--- config.mk ---
export PLATFORM = sky130hd
export DESIGN_NAME = alu_opfetch
export DESIGN_NICKNAME = d
export VERILOG_FILES = /design/src/rtl/alu_pkg.sv /design/src/rtl/alu_opfetch_reg_file.sv /design/src/rtl/alu_opfetch.sv
export SDC_FILE = /design/constraint.sdc
export NUM_CORES = 2
export LEC_CHECK = 0
export BUFFER_PORTS_ARGS = -buffer_cell sky130_fd_sc_hd__clkbuf_2
export CAP_MARGIN = 20
export CORE_MARGIN = 2
export CORE_UTILIZATION = 40
export CTS_BUF_LIST = sky130_fd_sc_hd__clkbuf_4 sky130_fd_sc_hd__clkbuf_8
export DETAILED_ROUTE_END_ITERATION = 8
export PLACE_DENSITY = 0.55
export SETUP_SLACK_MARGIN = 0.05
export SYNTH_ARGS = -nofsm -noshare
export SYNTH_HDL_FRONTEND = slang
export SYNTH_SLANG_ARGS = --single-unit
export TNS_END_PERCENT = 50
--- constraint.sdc ---
create_clock -name clk -period 3.43 [get_ports clk]
set_input_delay 0.686 -clock clk [delete_from_list [all_inputs] [get_ports clk]]
set_output_delay 0.686 -clock clk [all_outputs]
set_load 0.05 [all_outputs]
--- src/rtl/alu_pkg.sv ---
// Shared constants, state encoding and instruction decode for the
// operand-fetch / write-back sequencer.
package alu_pkg;

    // R-type instruction field bit positions
    localparam int unsigned OPC_HI = 31;
    localparam int unsigned OPC_LO = 26;
    localparam int unsigned RS_HI  = 25;
    localparam int unsigned RS_LO  = 21;
    localparam int unsigned RT_HI  = 20;
    localparam int unsigned RT_LO  = 16;
    localparam int unsigned RD_HI  = 15;
    localparam int unsigned RD_LO  = 11;
    localparam int unsigned SH_HI  = 10;
    localparam int unsigned SH_LO  = 6;
    localparam int unsigned FN_HI  = 5;
    localparam int unsigned FN_LO  = 0;

    // Primary opcode of every accepted instruction
    localparam logic [5:0] OPC_RTYPE = 6'h00;

    // funct codes
    localparam logic [5:0] FN_AND  = 6'h24;
    localparam logic [5:0] FN_OR   = 6'h25;
    localparam logic [5:0] FN_XOR  = 6'h26;
    localparam logic [5:0] FN_NOR  = 6'h27;
    localparam logic [5:0] FN_ADD  = 6'h20;
    localparam logic [5:0] FN_SUB  = 6'h22;
    localparam logic [5:0] FN_SLTU = 6'h2B;
    localparam logic [5:0] FN_SLLV = 6'h04;

    // ALU opcode encodings
    localparam logic [2:0] OP_AND = 3'b000;
    localparam logic [2:0] OP_OR  = 3'b001;
    localparam logic [2:0] OP_XOR = 3'b010;
    localparam logic [2:0] OP_NOR = 3'b011;
    localparam logic [2:0] OP_ADD = 3'b100;
    localparam logic [2:0] OP_SUB = 3'b101;
    localparam logic [2:0] OP_SLT = 3'b110;
    localparam logic [2:0] OP_SHL = 3'b111;

    typedef enum logic [1:0] {
        IDLE   = 2'b00,
        DECODE = 2'b01,
        EXEC   = 2'b10,
        WB     = 2'b11
    } state_t;

    typedef struct packed {
        logic       legal;
        logic [2:0] op;
        logic       swap;   // operands presented as {rt, rs} instead of {rs, rt}
    } decode_t;

    // Map op/funct to ALU control; anything unrecognised is illegal
    function automatic decode_t decode_fields(input logic [5:0] opc, input logic [5:0] fn);
        decode_t d;
        d = '0;
        if (opc == OPC_RTYPE) begin
            d.legal = 1'b1;
            case (fn)
                FN_AND:  d.op = OP_AND;
                FN_OR:   d.op = OP_OR;
                FN_XOR:  d.op = OP_XOR;
                FN_NOR:  d.op = OP_NOR;
                FN_ADD:  d.op = OP_ADD;
                FN_SUB:  d.op = OP_SUB;
                FN_SLTU: d.op = OP_SLT;
                FN_SLLV: begin
                    d.op   = OP_SHL;
                    d.swap = 1'b1;
                end
                default: d.legal = 1'b0;
            endcase
        end
        return d;
    endfunction

endpackage

--- src/rtl/alu_opfetch_reg_file.sv ---
// 2^AW x DW register file: two combinational read ports, a debug read
// port and one synchronous write port. Register 0 always reads as zero.
module reg_file
    import alu_pkg::*;
#(
    parameter int unsigned DW = 32,
    parameter int unsigned AW = 5
) (
    input  logic          clk,
    input  logic          rst,
    input  logic [AW-1:0] rd_addr_a,
    output logic [DW-1:0] rd_data_a,
    input  logic [AW-1:0] rd_addr_b,
    output logic [DW-1:0] rd_data_b,
    input  logic [AW-1:0] dbg_addr,
    output logic [DW-1:0] dbg_data,
    input  logic          wr_en,
    input  logic [AW-1:0] wr_addr,
    input  logic [DW-1:0] wr_data
);

    localparam int unsigned DEPTH = 1 << AW;

    logic [DW-1:0] regs [DEPTH];

    // Storage: cleared on reset, writes to address 0 are dropped
    always_ff @(posedge clk) begin
        if (rst) begin
            for (int unsigned i = 0; i < DEPTH; i++) begin
                regs[i] <= '0;
            end
        end else if (wr_en && (wr_addr != '0)) begin
            regs[wr_addr] <= wr_data;
        end
    end

    // Combinational reads with address 0 forced to zero
    always_comb begin
        rd_data_a = (rd_addr_a == '0) ? '0 : regs[rd_addr_a];
        rd_data_b = (rd_addr_b == '0) ? '0 : regs[rd_addr_b];
        dbg_data  = (dbg_addr  == '0) ? '0 : regs[dbg_addr];
    end

endmodule

--- src/rtl/alu_opfetch.sv ---
// Operand-fetch and write-back sequencer in front of the 3-bit-opcode ALU.
// Accepts one R-type instruction per handshake, presents registered
// operands to the ALU, captures its result and writes it back to rd.
module alu_opfetch
    import alu_pkg::*;
#(
    parameter int unsigned DW = 32,
    parameter int unsigned AW = 5
) (
    input  logic          clk,
    input  logic          rst,
    input  logic          in_valid,
    output logic          in_ready,
    input  logic [31:0]   in_instr,
    output logic [DW-1:0] ALU_A,
    output logic [DW-1:0] ALU_B,
    output logic [2:0]    ALU_OP,
    input  logic [DW-1:0] alu_f,
    input  logic          alu_zf,
    input  logic          alu_of,
    output logic          done,
    output logic          err,
    output logic [1:0]    flags,
    input  logic [AW-1:0] dbg_addr,
    output logic [DW-1:0] dbg_data
);

    state_t        state;
    state_t        state_nxt;

    logic [5:0]    opc_q;
    logic [5:0]    fn_q;
    logic [4:0]    rs_q;
    logic [4:0]    rt_q;
    logic [4:0]    rd_q;

    logic [DW-1:0] rs_data;
    logic [DW-1:0] rt_data;
    logic [DW-1:0] res_f;
    logic          res_zf;
    logic          res_of;

    decode_t       dec;
    logic          wr_en;
    logic          shamt_unused;

    assign in_ready     = (state == IDLE);
    assign dec          = decode_fields(opc_q, fn_q);
    assign wr_en        = (state == WB) && dec.legal && (rd_q != 5'd0);
    assign shamt_unused = ^in_instr[SH_HI:SH_LO];

    reg_file #(
        .DW (DW),
        .AW (AW)
    ) u_reg_file (
        .clk       (clk),
        .rst       (rst),
        .rd_addr_a (AW'(rs_q)),
        .rd_data_a (rs_data),
        .rd_addr_b (AW'(rt_q)),
        .rd_data_b (rt_data),
        .dbg_addr  (dbg_addr),
        .dbg_data  (dbg_data),
        .wr_en     (wr_en),
        .wr_addr   (AW'(rd_q)),
        .wr_data   (res_f)
    );

    // State register
    always_ff @(posedge clk) begin
        if (rst) begin
            state <= IDLE;
        end else begin
            state <= state_nxt;
        end
    end

    // Next state: wait for a handshake, then a fixed decode/exec/wb walk
    always_comb begin
        state_nxt = state;
        case (state)
            IDLE:    if (in_valid) state_nxt = DECODE;
            DECODE:  state_nxt = EXEC;
            EXEC:    state_nxt = WB;
            WB:      state_nxt = IDLE;
            default: state_nxt = IDLE;
        endcase
    end

    // Instruction latch, ALU drive, result capture and retire signalling
    always_ff @(posedge clk) begin
        if (rst) begin
            opc_q  <= '0;
            fn_q   <= '0;
            rs_q   <= '0;
            rt_q   <= '0;
            rd_q   <= '0;
            ALU_A  <= '0;
            ALU_B  <= '0;
            ALU_OP <= OP_AND;
            res_f  <= '0;
            res_zf <= 1'b0;
            res_of <= 1'b0;
            done   <= 1'b0;
            err    <= 1'b0;
            flags  <= 2'b00;
        end else begin
            done <= 1'b0;
            err  <= 1'b0;
            case (state)
                IDLE: begin
                    if (in_valid) begin
                        opc_q <= in_instr[OPC_HI:OPC_LO];
                        fn_q  <= in_instr[FN_HI:FN_LO];
                        rs_q  <= in_instr[RS_HI:RS_LO];
                        rt_q  <= in_instr[RT_HI:RT_LO];
                        rd_q  <= in_instr[RD_HI:RD_LO];
                    end
                end
                DECODE: begin
                    if (dec.legal) begin
                        ALU_OP <= dec.op;
                        ALU_A  <= dec.swap ? rt_data : rs_data;
                        ALU_B  <= dec.swap ? rs_data : rt_data;
                    end else begin
                        ALU_OP <= OP_AND;
                        ALU_A  <= '0;
                        ALU_B  <= '0;
                    end
                end
                EXEC: begin
                    res_f  <= alu_f;
                    res_zf <= alu_zf;
                    res_of <= alu_of;
                end
                WB: begin
                    done <= 1'b1;
                    err  <= ~dec.legal;
                    if (dec.legal) begin
                        flags <= {res_zf, res_of};
                    end
                end
                default: ;
            endcase
        end
    end

endmodule

==> implementation parameters <==
Parameter                              Value

Clock network
  Clock Root Buffer ... sky130_fd_sc_hd__clkbuf_8
  Clock slew at the register clock pins of the worst setup and hold paths ... ~0.06 ns
  Skew-Pair Late Insertion Delay ... 1.00 ns
  CTS Buffer Depth ... 3
  Total number of H-tree levels ... 4
  Clock buffers created by TritonCTS ... around 200
  Total number of clock tree sinks ... between 1000 and 1500
  TritonCTS clock tree ... built

Timing
  Setup repair after global routing missed its margin ... true
  Final clock skew ... between 0.05 and 0.06 ns
  Number of endpoints with negative hold slack in the final report ... 0
  Final count of negative-setup-slack endpoints ... 25
  Final WS setup ... -0.07183 ns
  Headroom to the max-slew limit ... a little over 20%
  Crit share post-route ... 102.1%
  Fin crit period ... between 3 and 4 ns
  Top achievable clock speed ... ~290 MHz
  Slew of the pin with the lowest slew margin ... approximately 1.2 ns
  Number of max-slew violations in the final report ... 0

Yosys
  Number of warning messages in the yosys log ... 0
  Post-synthesis instance area ... slightly below 70000 µm²
  Part of the Yosys area used for sequential elements ... roughly half
  Register bit count reported by yosys ... ~1200
  Mean area per synthesized cell ... approximately 13 µm²
  Synth Instances ... approximately 5300
  EDFF count, synth ... roughly 1000
  Most instantiated flip-flop cell in the synthesis netlist ... sky130_fd_sc_hd__edfxtp_1
  Ys async rst share ... 0%
  Yosys cell types ... 61

Global route
  Global-route congestion overflow total ... 0
  Global-route wire length before repair ... just over 400000 µm
  Pin count of the biggest net entering global routing ... ~130
  Number of antenna violations at the first check in global routing ... 36
  Number of global-route vias before repair ... a little over 50000
  Aggregate global-route resource usage ... 33.10%

Finish
  Post-route insts no fill ... roughly 8000
  Final net count ... approximately 5600
  Area added between synthesis and finish ... 17.57%
  Cell area after layout ... 80390 µm²
  Fraction of final layout cells with drive strength greater than 1 ... 28.90%

Drt
  DRC violations left ... 0
  Total vias in the final route ... between 50000 and 60000
  Routed WL ... 292100 µm
  First-pass detailed-route iteration total ... 6
  DR iter-0 viols ... between 7000 and 8000
  Post-DR wirelength/cell ... approximately 37 µm
  Remaining number of nets flagged by the antenna check after routing ... 0
  Via-to-Cell Ratio ... ~6.5

Placed design
  Total placed instance area ... ~75000 µm²
  Placed instance count ... 7470
  DP HPWL ... 178800 µm
  Buffers added on ports ... 172
  Global placer's final weighted congestion ... between 0.9 and 1

Floorplan
  Width of the die ... roughly 420 µm
  Standard-cell row count ... ~150
  Ports placed on the boundary ... 178
  Core box area ... about 170000 µm²
  Area of the die ... between 150000 and 200000 µm²
  Starting utilization of the core area ... between 40% and 50%
  Chip Height ... approximately 420 µm

Setup path
  Largest fanout on the critical path ... 3
  Required time reported for the critical path endpoint ... between 2 and 3 ns
  Type of origin of the critical path ... flop
  Data arrival time of the worst path ... roughly 2.8 ns
  Classification of the worst setup path ... flop to output pin
  Capturing element type of the critical path ... output pin

Outcome
  Outcome ... finished with violations
  Violations in the final reports ... setup timing

Pwr
  Cell leakage power ... ~28 nW
  Power density relative to cell area ... between 500 and 600 nW/µm²
  Worst-case vdd ir drop ... 0.4240 mV

Job
  Max-cap violations ... 0

Hold path
  Worst hold-check path type ... input pin to flop
-- routing by layer --
metal	part of all wire, %	routed length (µm)	vias to the layer above	track usage (%)
li1	-	-	20885	-
met1	39	114600	26325	44.41
met2	44	129400	3694	49.66
met3	11	32510	739	8.450
met4	5.3	15620	2	16.86
met5	0.0041	12	-	0
-- critical path, cell delays in order (launching register included) --
cell and delay, ns:
sky130_fd_sc_hd__edfxtp_1 0.44, sky130_fd_sc_hd__mux4_2 0.49, sky130_fd_sc_hd__mux4_2 0.51, sky130_fd_sc_hd__nand2_1 0.12, sky130_fd_sc_hd__o21ai_2 0.11, sky130_fd_sc_hd__buf_12 0.16
-- cells in the final DEF, fill, tap and decap left out, types with 78 or more instances in the layout --
cell type	n
sky130_fd_sc_hd__clkbuf_8	226
sky130_fd_sc_hd__a22oi_1	214
sky130_fd_sc_hd__mux2i_1	665
sky130_fd_sc_hd__o22ai_1	78
sky130_fd_sc_hd__nand2_1	207
sky130_fd_sc_hd__buf_4	223
sky130_fd_sc_hd__a21oi_1	91
sky130_fd_sc_hd__dfxtp_1	136
sky130_fd_sc_hd__clkbuf_2	135
sky130_fd_sc_hd__buf_12	146
sky130_fd_sc_hd__and2_1	932
sky130_fd_sc_hd__mux2_2	122
sky130_fd_sc_hd__mux4_2	439
sky130_fd_sc_hd__edfxtp_1	1024
-- cell type report --
| type | instances | area, µm² |
|---|---|---|
| Clock buffer | 294 | 3608 |
| Antenna cell | 27 | 67.56 |
| Tap cell | 2218 | 2775 |
| Inverter | 38 | 142.6 |
| Multi-Input combinational cell | 3553 | 33020 |
| Clock inverter | 91 | 737.0 |
| Sequential cell | 1168 | 33650 |
| Fill cell | 14872 | 89270 |
| Timing Repair Buffer | 597 | 6382 |
-- synthesized netlist by cell type (3+ instances only) --
| cell type | instances | area, µm² |
|---|---|---|
| sky130_fd_sc_hd__a211o_1 | 23 | 201.4 |
| sky130_fd_sc_hd__a211oi_1 | 75 | 563.0 |
| sky130_fd_sc_hd__a21o_1 | 4 | 30.03 |
| sky130_fd_sc_hd__a21oi_1 | 91 | 455.4 |
| sky130_fd_sc_hd__a221o_1 | 27 | 270.3 |
| sky130_fd_sc_hd__a22o_1 | 37 | 324.1 |
| sky130_fd_sc_hd__a22oi_1 | 214 | 1607 |
| sky130_fd_sc_hd__a311oi_1 | 6 | 52.55 |
| sky130_fd_sc_hd__a32oi_1 | 52 | 455.4 |
| sky130_fd_sc_hd__and2_1 | 934 | 5843 |
| sky130_fd_sc_hd__and2_2 | 65 | 488.0 |
| sky130_fd_sc_hd__and4b_1 | 3 | 30.03 |
| sky130_fd_sc_hd__buf_1 | 26 | 97.59 |
| sky130_fd_sc_hd__buf_2 | 139 | 695.7 |
| sky130_fd_sc_hd__buf_4 | 16 | 120.1 |
| sky130_fd_sc_hd__clkbuf_1 | 327 | 1227 |
| sky130_fd_sc_hd__clkbuf_2 | 31 | 155.2 |
| sky130_fd_sc_hd__dfxtp_1 | 144 | 2883 |
| sky130_fd_sc_hd__edfxtp_1 | 1024 | 30750 |
| sky130_fd_sc_hd__ha_1 | 4 | 50.05 |
| sky130_fd_sc_hd__inv_1 | 38 | 142.6 |
| sky130_fd_sc_hd__mux2_2 | 122 | 1374 |
| sky130_fd_sc_hd__mux2i_1 | 665 | 6656 |
| sky130_fd_sc_hd__mux4_2 | 439 | 9887 |
| sky130_fd_sc_hd__nand2_1 | 216 | 810.8 |
| sky130_fd_sc_hd__nand2b_1 | 14 | 87.58 |
| sky130_fd_sc_hd__nand3_1 | 52 | 260.3 |
| sky130_fd_sc_hd__nand4_1 | 10 | 62.56 |
| sky130_fd_sc_hd__nand4b_1 | 3 | 26.28 |
| sky130_fd_sc_hd__nor2_1 | 107 | 401.6 |
| sky130_fd_sc_hd__nor2b_1 | 65 | 406.6 |
| sky130_fd_sc_hd__nor3_1 | 32 | 160.2 |
| sky130_fd_sc_hd__nor4b_1 | 4 | 35.03 |
| sky130_fd_sc_hd__nor4bb_1 | 5 | 50.05 |
| sky130_fd_sc_hd__o211ai_1 | 12 | 90.09 |
| sky130_fd_sc_hd__o21ai_0 | 46 | 230.2 |
| sky130_fd_sc_hd__o221ai_1 | 8 | 70.07 |
| sky130_fd_sc_hd__o22ai_1 | 78 | 488.0 |
| sky130_fd_sc_hd__o31ai_1 | 46 | 345.3 |
| sky130_fd_sc_hd__o32ai_1 | 4 | 35.03 |
| sky130_fd_sc_hd__or2_2 | 34 | 212.7 |
-- final timing paths --
path	slack [ns]	from	to	cells after the start
min reg2reg	0.46	opc_q[3]	opc_q[3]	2
max	-0.07	u_reg_file.regs[31][12]	dbg_data[12]	5
min	0.17	rst	err	3
max reg2reg	0.27	opc_q[1]	u_reg_file.regs[23][16]	8
-- through the flow --
step / worst slack [ns] / power (mW) / hold slack, ns / TNS, ns / utilization (%)
finish: -0.07183 / 41.79 / 0.1698 / -0.8189 / 47.38
global route: -0.1401 / 42.99 / 0.1437 / -3.157 / 47.35
CTS: -0.1806 / 41.64 / 0.03866 / -4.045 / 47.20
detailed placement: -0.1340 / 27.68 / 0.4468 / -2.275 / 43.97
global placement: -0.1228 / 27.59 / 0.4456 / -1.939 / 43.97
floorplan: -0.03486 / 23.45 / 0.4360 / -0.4933 / -
-- timing repair --
action / in CTS / in global routing
setup buffers: 31 / 7
endpoints found under the hold margin: 72 / 0
setup endpoints to repair: 32 / 32
pin swaps: 1 / 0
hold buffers: 62 / 0
gates resized for setup: 68 / 41
-- state kept, by name, indices dropped and copies added, names as in the netlist, 5 cells and up, named ones only --
name,count
rs_q,5
rd_q,5
rt_q,5
ALU_A,32
res_f,32
fn_q,6
u_reg_file.regs,1024
ALU_B,32
opc_q,6
-- power by group --
group          internal (mW)  total, mW  switching (mW)
combinational           4.24       10.4            6.20
sequential              16.1       17.5            1.38
clock                   7.55       13.9            6.33
-- kinds of logic (layout without fill, tap and decap cells) --
family,Yosys count,after routing,synth area share (%)
fa+ha+maj,4,4,0.07320
flops,1168,1168,49.19
compound gates,732,732,7.777
buf+inv,578,1020,3.578
other cells,1,59,0.005485
mux,1226,1226,26.21
simple gates,1559,1559,13.17
(Power assumes the default switching activity.)
